[src/rtl/gpio_periph_if.sv]
// Data-port bus bundle (mem_d_* protocol) between the core/decoder and gpio_periph.
// Signal names match the peripheral's port naming; the master drives the *_i side.
interface gpio_periph_if;
    logic        sel_i;
    logic [31:0] addr_i;
    logic [31:0] data_wr_i;
    logic        rd_i;
    logic [3:0]  wr_i;
    logic [10:0] req_tag_i;
    logic        accept_o;
    logic        ack_o;
    logic        error_o;
    logic [31:0] data_rd_o;
    logic [10:0] resp_tag_o;

    modport slave (
        input  sel_i, addr_i, data_wr_i, rd_i, wr_i, req_tag_i,
        output accept_o, ack_o, error_o, data_rd_o, resp_tag_o
    );

    modport master (
        output sel_i, addr_i, data_wr_i, rd_i, wr_i, req_tag_i,
        input  accept_o, ack_o, error_o, data_rd_o, resp_tag_o
    );
endinterface

[src/rtl/gpio_periph.sv]
// Memory-mapped GPIO: per-pin direction, atomic set/clear, synchronised inputs,
// edge-triggered interrupts with write-one-to-clear status, single-cycle bus response.
module gpio_periph #(
    parameter int WIDTH       = 8,
    parameter int SYNC_STAGES = 2
) (
    input  logic             clk_i,
    input  logic             rst_i,
    gpio_periph_if.slave     bus,
    input  logic [WIDTH-1:0] gpio_in_i,
    output logic [WIDTH-1:0] gpio_out_o,
    output logic [WIDTH-1:0] gpio_oe_o,
    output logic             irq_o
);

    localparam int CNT_W = $clog2(SYNC_STAGES + 2);
    localparam logic [CNT_W-1:0] ARM_CYC = CNT_W'(SYNC_STAGES + 1);

    function automatic logic [31:0] zext(input logic [WIDTH-1:0] v);
        logic [31:0] r;
        r = '0;
        r[WIDTH-1:0] = v;
        return r;
    endfunction

    logic [WIDTH-1:0] out_q, out_d;
    logic [WIDTH-1:0] dir_q, dir_d;
    logic [WIDTH-1:0] ie_q, ie_d;
    logic [WIDTH-1:0] edge_q, edge_d;
    logic [WIDTH-1:0] status_q, status_d;
    logic [WIDTH-1:0] prev_q;
    logic [SYNC_STAGES-1:0][WIDTH-1:0] sync_q;
    logic [CNT_W-1:0] arm_q, arm_d;
    logic             irq_q;
    logic             ack_q, ack_d;
    logic             err_q, err_d;
    logic [31:0]      rdata_q, rdata_d;
    logic [10:0]      tag_q, tag_d;

    logic             req, wr_any, we, re;
    logic [3:0]       off;
    logic [31:0]      lane_full;
    logic [WIDTH-1:0] lane_m, dmask, in_w, rise, fall, evt;
    logic             unused_ok;

    assign wr_any    = |bus.wr_i;
    assign req       = bus.sel_i & (bus.rd_i | wr_any);
    assign off       = bus.addr_i[5:2];
    // Offsets 8..15 are the error window: no state change, no read data.
    assign we        = req & wr_any & ~off[3];
    assign re        = req & ~wr_any & ~off[3];
    assign lane_full = {{8{bus.wr_i[3]}}, {8{bus.wr_i[2]}}, {8{bus.wr_i[1]}}, {8{bus.wr_i[0]}}};
    assign lane_m    = lane_full[WIDTH-1:0];
    assign dmask     = bus.data_wr_i[WIDTH-1:0] & lane_m;
    assign unused_ok = ^{bus.addr_i[31:6], bus.addr_i[1:0], bus.data_wr_i};

    assign in_w = sync_q[SYNC_STAGES-1];
    assign rise = in_w & ~prev_q;
    assign fall = ~in_w & prev_q;
    // Suppress events until the synchroniser holds post-reset pin values.
    assign evt  = (arm_q == ARM_CYC) ? ((edge_q & rise) | (~edge_q & fall)) : '0;

    always_comb begin
        out_d    = out_q;
        dir_d    = dir_q;
        ie_d     = ie_q;
        edge_d   = edge_q;
        status_d = status_q;
        arm_d    = (arm_q == ARM_CYC) ? arm_q : arm_q + 1'b1;
        if (we) begin
            case (off[2:0])
                3'd0:    out_d    = (out_q & ~lane_m) | dmask;
                3'd1:    dir_d    = (dir_q & ~lane_m) | dmask;
                3'd3:    ie_d     = (ie_q & ~lane_m) | dmask;
                3'd4:    edge_d   = (edge_q & ~lane_m) | dmask;
                3'd5:    status_d = status_q & ~dmask;
                3'd6:    out_d    = out_q | dmask;
                3'd7:    out_d    = out_q & ~dmask;
                default: ;
            endcase
        end
        // A new event outranks a same-cycle clear.
        status_d = status_d | evt;
    end

    always_comb begin
        ack_d   = req;
        err_d   = req & off[3];
        tag_d   = req ? bus.req_tag_i : tag_q;
        rdata_d = '0;
        if (re) begin
            case (off[2:0])
                3'd0:    rdata_d = zext(out_q);
                3'd1:    rdata_d = zext(dir_q);
                3'd2:    rdata_d = zext(in_w);
                3'd3:    rdata_d = zext(ie_q);
                3'd4:    rdata_d = zext(edge_q);
                3'd5:    rdata_d = zext(status_q);
                default: rdata_d = '0;
            endcase
        end
    end

    always_ff @(posedge clk_i or posedge rst_i) begin
        if (rst_i) begin
            out_q    <= '0;
            dir_q    <= '0;
            ie_q     <= '0;
            edge_q   <= '0;
            status_q <= '0;
            prev_q   <= '0;
            sync_q   <= '0;
            arm_q    <= '0;
            irq_q    <= 1'b0;
            ack_q    <= 1'b0;
            err_q    <= 1'b0;
            rdata_q  <= '0;
            tag_q    <= '0;
        end else begin
            out_q    <= out_d;
            dir_q    <= dir_d;
            ie_q     <= ie_d;
            edge_q   <= edge_d;
            status_q <= status_d;
            prev_q   <= in_w;
            sync_q   <= {sync_q[SYNC_STAGES-2:0], gpio_in_i};
            arm_q    <= arm_d;
            irq_q    <= |(status_q & ie_q);
            ack_q    <= ack_d;
            err_q    <= err_d;
            rdata_q  <= rdata_d;
            tag_q    <= tag_d;
        end
    end

    assign bus.accept_o   = ~rst_i;
    assign bus.ack_o      = ack_q;
    assign bus.error_o    = err_q;
    assign bus.data_rd_o  = rdata_q;
    assign bus.resp_tag_o = tag_q;
    assign gpio_out_o     = out_q;
    assign gpio_oe_o      = dir_q;
    assign irq_o          = irq_q;

endmodule
[src/flat_wrapper.sv]
// flat-port wrapper written by rule: the top's interface ports become plain ports
module gpio_periph_flat 
#(
    parameter int WIDTH       = 8,
    parameter int SYNC_STAGES = 2
)
  (clk_i, rst_i, gpio_in_i, gpio_out_o, gpio_oe_o, irq_o, bus_sel_i, bus_addr_i, bus_data_wr_i, bus_rd_i, bus_wr_i, bus_req_tag_i, bus_accept_o, bus_ack_o, bus_error_o, bus_data_rd_o, bus_resp_tag_o);
  gpio_periph_if bus_i ();
  input  logic clk_i;
  input  logic rst_i;
  input  logic [WIDTH-1:0] gpio_in_i;
  output logic [WIDTH-1:0] gpio_out_o;
  output logic [WIDTH-1:0] gpio_oe_o;
  output logic irq_o;
  input wire logic [$bits(bus_i.sel_i)-1:0] bus_sel_i;
  input wire logic [$bits(bus_i.addr_i)-1:0] bus_addr_i;
  input wire logic [$bits(bus_i.data_wr_i)-1:0] bus_data_wr_i;
  input wire logic [$bits(bus_i.rd_i)-1:0] bus_rd_i;
  input wire logic [$bits(bus_i.wr_i)-1:0] bus_wr_i;
  input wire logic [$bits(bus_i.req_tag_i)-1:0] bus_req_tag_i;
  output wire logic [$bits(bus_i.accept_o)-1:0] bus_accept_o;
  output wire logic [$bits(bus_i.ack_o)-1:0] bus_ack_o;
  output wire logic [$bits(bus_i.error_o)-1:0] bus_error_o;
  output wire logic [$bits(bus_i.data_rd_o)-1:0] bus_data_rd_o;
  output wire logic [$bits(bus_i.resp_tag_o)-1:0] bus_resp_tag_o;
  assign bus_i.sel_i = bus_sel_i;
  assign bus_i.addr_i = bus_addr_i;
  assign bus_i.data_wr_i = bus_data_wr_i;
  assign bus_i.rd_i = bus_rd_i;
  assign bus_i.wr_i = bus_wr_i;
  assign bus_i.req_tag_i = bus_req_tag_i;
  assign bus_accept_o = bus_i.accept_o;
  assign bus_ack_o = bus_i.ack_o;
  assign bus_error_o = bus_i.error_o;
  assign bus_data_rd_o = bus_i.data_rd_o;
  assign bus_resp_tag_o = bus_i.resp_tag_o;
  gpio_periph #(.WIDTH(WIDTH), .SYNC_STAGES(SYNC_STAGES)) u_core (.clk_i(clk_i), .rst_i(rst_i), .bus(bus_i), .gpio_in_i(gpio_in_i), .gpio_out_o(gpio_out_o), .gpio_oe_o(gpio_oe_o), .irq_o(irq_o));
endmodule
[config.mk]
export PLATFORM = sky130hd
export DESIGN_NAME = gpio_periph_flat
export DESIGN_NICKNAME = d
export VERILOG_FILES = /design/src/rtl/gpio_periph_if.sv /design/src/rtl/gpio_periph.sv /design/src/flat_wrapper.sv
export SDC_FILE = /design/constraint.sdc
export NUM_CORES = 1
export LEC_CHECK = 0
export CAP_MARGIN = 10
export CELL_PAD_IN_SITES_DETAIL_PLACEMENT = 1
export CELL_PAD_IN_SITES_GLOBAL_PLACEMENT = 1
export CORE_UTILIZATION = 25
export CTS_CLUSTER_DIAMETER = 120
export DETAILED_ROUTE_END_ITERATION = 10
export HOLD_SLACK_MARGIN = 0.02
export PLACE_DENSITY_LB_ADDON = 0.1
export SYNTH_ARGS = -nofsm -noshare
export SYNTH_HDL_FRONTEND = slang
export SYNTH_SLANG_ARGS = --single-unit
[constraint.sdc]
create_clock -name clk_i -period 2.5 [get_ports clk_i]
set_clock_uncertainty 0.05 [all_clocks]
set_input_delay 0.25 -clock clk_i [delete_from_list [all_inputs] [get_ports clk_i]]
set_output_delay 0.25 -clock clk_i [all_outputs]
set_load 0.005 [all_outputs]
# After elaboration in Yosys (flattened, before gate mapping)
# Cells that the tools add are included.
word_totals:
  regBits: 112
  input_bits: 91
  out_inout_bits: 63
  wordCells: 71
classes:
  n_addsub: 1
  eq_ne: 8
  muxes: 6
  bitwise: 34
  reduce_logical: 8
op_table:
  columns: ["op", "n"]
  rows:
  - ["$and A8 B8 Y8", 12]
  - ["$or A8 B8 Y8", 7]
  - ["$pmux W8 S6", 1]
  - ["$not A8 Y8", 5]
  - ["$mux W32", 1]
  - ["$mux W8", 3]
  - ["$pmux W8 S3", 1]
  - ["$eq A3 B3 Y1 const B", 4]
  - ["$reduce_and A2 Y1", 4]
  - ["$reduce_or A8 Y1", 1]
  - ["$and A1 B1 Y1", 6]
  - ["$eq A3 B2 Y1 const B", 2]
  - ["$reduce_or A4 Y1", 1]
  - ["$eq A3 B1 Y1 const B", 1]
  - ["$logic_not A3 Y1", 1]
  - ["$not A1 Y1", 3]
  - ["$reduce_bool A3 Y1", 1]
  - ["$add A2 B1 Y2 const B", 1]
  - ["$eq A2 B2 Y1 const B", 1]
  - ["$or A1 B1 Y1", 1]

# Depth between registers and ports, before layout
# Gate-level depths: netlist of run 1.
logic_depth:
  ltp_word: 7
  ltp_mapped: 5
  depth_no_buf: 3

# Worst setup path after synthesis of run 1
# OpenSTA, ideal clock, no wires.
synth_timing:
  kind: "input to output"
  start: "input port rst_i"
  end: "output port bus_accept_o"
  t_arrival_ns: 2.093
  required_time_ns: 2.200
  slack_ns: 0.107
  stages: 1
  path_buffers: 0
  cell_sequence: "inv_1"
synth_between:
  elab_chain_cells: 1
synth_lines:
  columns: ["item", "line", "rtl"]
  rows:
  - ["start: declaration", "flat_wrapper.sv:10", "input logic rst_i;"]
  - ["$not A1 Y1", "gpio_periph.sv:136", "assign bus.accept_o = ~rst_i;"]
  - ["end: declaration", "flat_wrapper.sv:21", "output wire logic [$bits(bus_i.accept_o)-1:0] bus_accept_o;"]
# No other way between the ends.

# Final worst setup path of run 1
layout_timing:
  start: "input port bus_wr_i[0]"
  end: "register u_core.rdata_q[5], in the netlist u_core.bus.data_rd_o[5]"
layout_between:
  elab_chain_cells: 6
  word_cells_on_any_way: 7
  cone_classes: "1 x mux; 5 x bitwise; 1 x reduce/logical"
layout_lines:
  columns: ["item", "line", "rtl"]
  rows:
  - ["start: declaration", "flat_wrapper.sv:19", "input wire logic [$bits(bus_i.wr_i)-1:0] bus_wr_i;"]
  - ["$reduce_or A4 Y1 *", "gpio_periph.sv:46", "assign wr_any = |bus.wr_i;"]
  - ["$or A1 B1 Y1", "gpio_periph.sv:47", "assign req = bus.sel_i & (bus.rd_i | wr_any);"]
  - ["$and A1 B1 Y1", "gpio_periph.sv:47", null]
  - ["$and A1 B1 Y1 * (2 in a row)", "gpio_periph.sv:51", "assign re = req & ~wr_any & ~off[3];"]
  - ["$mux W32 *", "gpio_periph.sv:91", "if (re) begin"]
  - ["net u_core.rdata_d[5]", "gpio_periph.sv:37", "logic [31:0] rdata_q, rdata_d;"]
  - ["end signal: assignment", "gpio_periph.sv:131", "rdata_q <= rdata_d;"]
  - ["end: declaration", "gpio_periph.sv:37", null]
# The timed path passes the listed nets; every way through them passes the cells marked *.
# A chain may end at the register's enable or synchronous reset.

==> impl_results.md, run 1 <==
- Total power: 3.66 mW
- Final hold violations: 0
- Worst path bufs/invs: 1
- # DRC: 0
- Synth Area in Simple Gates: 8.75%
- Largest net degree at the start of global routing: 89
- DIE HEIGHT: 128 um
- Slew @ Worst Pin: 0.523 ns
- Required time of the critical path: 2.71 ns
- LEAKAGE: 2.23 nW
- Overall die width: 128 um
- MaxCap Viol Count: 0
- CTS Hold Buffers Added: 0
- Antenna diodes: 0
- Yosys synthesis warning count: 0
- Post-Route WL: 11000 um
- Yosys reg bits: 88
- Final worst path period need: 1.85 ns
- Cell Chain, Critical Path: clkdlybuf4s50_1, or4_4, or3_1, a21oi_1
- Fill cells: 1690
- Post-Syn Instances: 324
- Syn_area_per_cell: 12.3 um^2
- FF-to-FF path depth: 2
- Peak VDD IR: 0.309 mV
- Pins Over Slew Limit: 0
- RR Startpoint: u_core.arm_q[0]
- Fin Setup TNS: 0 ns
- Clk Latency, worst-skew pair: 0.35 ns
- Slack of the worst reg-to-reg path: 1.09 ns
- Period utilization: 74.1%
- Slew HR: 65.1%
- First-pass GRT wire length: 17000 um
- Synth Area in Compound Gates: 10.9%
- Core area: 0.0154 mm^2
- Status: complete, no violations
- Sequential share of the synthesized area: 55.4%
- Gr usage total: 14.3%
- Combinational family with the most area after synthesis: multiplexers
- Sequential Power Share: 46.1%
- H-tree depth: 3
- Critical path depth: 4
- Area of the die: 0.0164 mm^2
- Post-synthesis adder-cell area fraction: 0.315%
- Slowest cell on crit path: or3_1
- Switching share of power: 25.7%
- Post-route ant nets: 0
- Ys flop type: dfrtp_1
- Via Count: 2767
- Vias in the first global route: 2942
- TritonCTS buffer count: 9
- DP Wirelength: 7460 um
- CP endpoint: u_core.bus.data_rd_o[5]
- Gate power share: 17.0%
- Final GP Congestion: 0.717
- Post-DP Area: 0.00503 mm^2
- Avg Vias per Cell: 4.39
- Worst R2R End: u_core.arm_q[1]
- Ys async rst share: 100%
- Final setup viols: 0
- Most common cell after layout, fill and taps aside: dfrtp_1
- Post-Synth XOR/XNOR Area: 0.441%
- Post-synth EDFFs: 0
- GRT overflow: 0
- Clk root buf: clkbuf_16
- Drt first pass iters: 4
- Critical Path AT: 2.06 ns
- Switch Pwr: 0.943 mW
- Fraction of synthesized area in multiplexers: 16.7%
- Max FO, Critical Path: 8
- Setup bufs post-CTS: 0
- DR iter-0 viols: 108
- Share of cells above drive strength 1: 24.0%
- CP top delay family: simple AND/OR/NAND/NOR gates
- Final Cell Area: 0.00532 mm^2
- TritonCTS clock tree: yes
- Total Nets Final: 507
- Clock network power share: 37.0%
- Hold Path Class: in -> reg
- CTS sink count: 88
- RSZ-0062 raised after global routing: false
- I/O pin cnt: 154
- Worst-path clk slew: 0.06 ns
- Commonest cells after routing, fill and taps aside: 88 x dfrtp_1, 77 x clkdlybuf4s50_1, 59 x mux2_2
- Setup crit end kind: flop
- Kind of critical path: in -> reg
- Startpoint types: primary input
- Area grow syn2layout: 33.8%
- Initial core utilization: 25.9%
- Post-synthesis cell area: 0.00398 mm^2
- Clock Path Buffers: 2
- Worst Setup SP: bus_wr_i[0]
- Yosys cell types: 36
- Initial antenna violation count: 0
- Port Buf Inserts: 77
- Fmax: 540 MHz
- Hold Startpoint: gpio_in_i[7]
- Crit-path max cell delay: 0.60 ns
- Resize count post-CTS: 0
- Row count: 45
- PD cells: 688 mW/mm^2
- Wire per inst: 17.4 um
- Int Pwr: 2.72 mW
## power by group through the flow
stage                     combinational, mW  sequential, mW  clock [mW]
final                                 0.622            1.69        1.35
after global routing                  0.683            1.71        1.46
after CTS                             0.634            1.69        1.40
after detailed placement              0.631            1.72           0
after global placement                0.625            1.71           0
after floorplan                       0.338            1.68           0
## cell type report
cell class	count	area, um^2	area share (%)
sequential	88	2200	41.4
timing repair buffer	96	951	17.9
inverter	12	48.8	0.917
clock inverter	6	60.1	1.13
multi-input combinational	208	1570	29.4
clock buffer	10	229	4.30
tap	211	264	4.96
## layer usage
layer	global-route usage (%)	wire length, um	vias to the layer above
met2	22.9	5370	55
met3	3.51	342	11
met5	0	0	-
met4	5.61	163	0
met1	18.6	5080	1412
li1	-	-	1289
## synthesized netlist by cell type, types with 2 or more instances
master	number	area [um^2]
inv_1	12	45.0
xnor2_1	2	17.5
nor2b_1	2	12.5
or3_1	2	12.5
nand2b_1	9	56.3
a21oi_1	14	70.1
clkbuf_1	4	15.0
a22oi_1	18	135
nor2_1	2	7.51
a22o_1	8	70.1
buf_4	25	188
o21ai_0	22	110
mux2_2	59	664
buf_1	3	11.3
buf_2	7	35.0
dfrtp_1	88	2200
a221oi_1	2	17.5
nand4_2	2	25.0
nand2_1	11	41.3
nand3b_1	9	67.6
nand3_1	8	40.0
## cell families after synthesis
family,count (synthesis)
other,1
flip-flops,88
buffers and inverters,51
multiplexers,59
adder cells (fa/ha/maj),1
AND/OR/NAND/NOR,54
XOR/XNOR,2
AO/OA/AOI/OAI,68
## worst min-delay path by stage
stage	end	slack [ns]	cells after the start
floorplan	u_core.sync_q[0]	0.23	0
global route	u_core.sync_q[5]	0.27	1
global placement	u_core.in_w[6]	0.28	0
CTS	u_core.sync_q[6]	0.27	1
detailed placement	u_core.in_w[5]	0.29	0
finish	u_core.sync_q[7]	0.29	1
## metrics by stage
step	utilization, %	hold slack, ns	setup slack, ns	instances
after global routing	34.6	0.272	0.576	631
final	34.6	0.286	0.648	631
after detailed placement	32.7	0.286	0.242	615
after CTS	34.6	0.272	0.593	631
after global placement	32.7	0.282	0.226	615
after floorplan	-	0.231	0.844	347
Power figures use the tool's default switching activity.
==> inputs of run 2 (changes only) <==
- clock period: 2.5 -> 1.7 ns (I/O delays scaled with it)
==> run 2 against run 1 <==
Effect of this change:
- utilization increased by 0.97 points
- design area increased by 2.8%
- critical path depth increased by 1
- largest power group unchanged
- sequential power increased by 47%
- sequential share of layout area decreased by 1.1 points
- hold slack got worse by 0.083 ns
- combinational power increased by 50%
- register-to-register slack got worse by 0.66 ns
- final cell count increased by 2.4%
- first-iteration DRC count increased by 35%
- clock power increased by 61%
==> impl_results.md, run 2 (same netlist as run 1, synthesis figures left out) <==
- H-tree depth: 3
- Peak VDD IR: 0.496 mV
- DIE HEIGHT: 128 um
- Worst-path clk slew: 0.06 ns
- MaxCap Viol Count: 0
- CTS Hold Buffers Added: 0
- Most common cell after layout, fill and taps aside: dfrtp_1
- Pins Over Slew Limit: 0
- Status: complete, no violations
- Core Util, Final: 35.6%
- Wire per inst: 17.3 um
- Sequential Power Share: 44.4%
- Final Cell Area: 0.00547 mm^2
- Crit-path max cell delay: 0.53 ns
- Switch Pwr: 1.39 mW
- Hold Path Stages: 1
- Clock Path Buffers: 2
- Share of cells above drive strength 1: 26.9%
- CTS sink count: 88
- # DRC: 0
- I/O pin cnt: 154
- Final setup viols: 0
- Port Buf Inserts: 77
- Slowest cell on crit path: or4_4
- Commonest cells after routing, fill and taps aside: 88 x dfrtp_1, 77 x clkdlybuf4s50_1, 59 x mux2_2
- Startpoint types: primary input
- Clk Latency, worst-skew pair: 0.35 ns
- Int Pwr: 4.21 mW
- Slew HR: 44.5%
- Post-route ant nets: 0
- Overall die width: 128 um
- Slew @ Worst Pin: 0.831 ns
- Vias in the first global route: 3069
- LEAKAGE: 2.31 nW
- Clock network power share: 38.9%
- Post-DP Area: 0.00514 mm^2
- Avg Vias per Cell: 4.43
- Antenna diodes: 0
- Critical Path AT: 1.82 ns
- TritonCTS buffer count: 9
- Area grow syn2layout: 37.6%
- Resize count post-CTS: 0
- Row count: 45
- Largest net degree at the start of global routing: 89
- Final GP Congestion: 0.707
- Period utilization: 95.9%
- Setup ws final: 0.0700 ns
- TritonCTS clock tree: yes
- Area of the die: 0.0164 mm^2
- Drt first pass iters: 4
- First-pass GRT wire length: 17500 um
- Initial antenna violation count: 0
- Max FO, Critical Path: 11
- Fmax: 613 MHz
- Initial core utilization: 25.9%
- Cell Chain, Critical Path: clkdlybuf4s50_1, or4_4, o21ai_2, buf_12, mux2_2
- Kind of critical path: in -> reg
- Core area: 0.0154 mm^2
- Final worst path period need: 1.63 ns
- Hold Path Class: in -> reg
- Via Count: 2859
- FF-to-FF path depth: 3
- DR iter-0 viols: 146
- Pre-CTS worst setup slack: -0.331 ns
- Total Nets Final: 522
- Switching share of power: 24.9%
- DP Wirelength: 8000 um
- Required time of the critical path: 1.89 ns
- Gr usage total: 14.7%
- GRT overflow: 0
- Post-Route WL: 11200 um
- PD cells: 1020 mW/mm^2
- Clk root buf: clkbuf_16
- RSZ-0062 raised after global routing: false
- Slack of the worst reg-to-reg path: 0.43 ns
- Setup crit end kind: flop
- Fin Setup TNS: 0 ns
- Setup bufs post-CTS: 0
- Gate power share: 16.7%
- Fill cells: 1666
- Final hold violations: 0
-- run 2: changes by cell type in the layout (fill, tap and decap cells not counted) --
cell | before | now
buf_4 | 16 | 31
clkinv_2 | 3 | 1
bufinv_16 | 1 | 2
clkbuf_8 | 0 | 1
nor2b_1 | 2 | 1
nor2b_2 | 0 | 1
-- run 2: worst paths after layout --
path | endpoint | start
worst min register to register | u_core.in_w[5] | u_core.sync_q[5]
worst max register to register | u_core.bus.data_rd_o[6] | flop
worst max-delay path | u_core.bus.resp_tag_o[0] | bus_wr_i[0]
worst min-delay path | u_core.sync_q[6] | gpio_in_i[6]
min in group asynchronous | u_core.gpio_out_o[7] | rst_i
max in group asynchronous | u_core.arm_q[0] | rst_i
-- run 2: routing by layer --
metal	global-route usage, %	vias to the layer above	wire length (um)
met4	4.91	0	159
met1	18.6	1455	4880
li1	-	1327	-
met3	4.72	10	522
met5	0	-	0
met2	23.8	67	5600
-- run 2: metrics by stage --
step / cells / hold WS [ns] / power [mW]
floorplan: 347 / 0.151 / 2.97
global placement: 630 / 0.283 / 3.46
detailed placement: 630 / 0.287 / 3.48
CTS: 646 / 0.185 / 5.70
global route: 646 / 0.189 / 5.90
finish: 646 / 0.202 / 5.60
-- run 2: power by group through the flow --
stage,clock network [mW],logic [mW],registers [mW]
after floorplan,0,0.496,2.48
after global placement,0,0.940,2.52
after detailed placement,0,0.953,2.53
after CTS,2.25,0.958,2.49
after global routing,2.34,1.04,2.53
final,2.18,0.936,2.49
-- run 2: layout make-up --
cell class,count,area [um^2],area share [%]
tap,211,264,4.83
clock buffer,11,243,4.44
multi-input combinational,208,1570,28.7
timing repair buffer,111,1060,19.4
clock inverter,5,80.1,1.46
sequential,88,2200,40.3
inverter,12,48.8,0.892
-- run 2: worst max-delay path: cells and delay by family --
kind / cells / cell delay [ns]
buffers and inverters: 2 / 0.58
multiplexers: 1 / 0.34
AND/OR/NAND/NOR: 1 / 0.53
AO/OA/AOI/OAI: 1 / 0.20
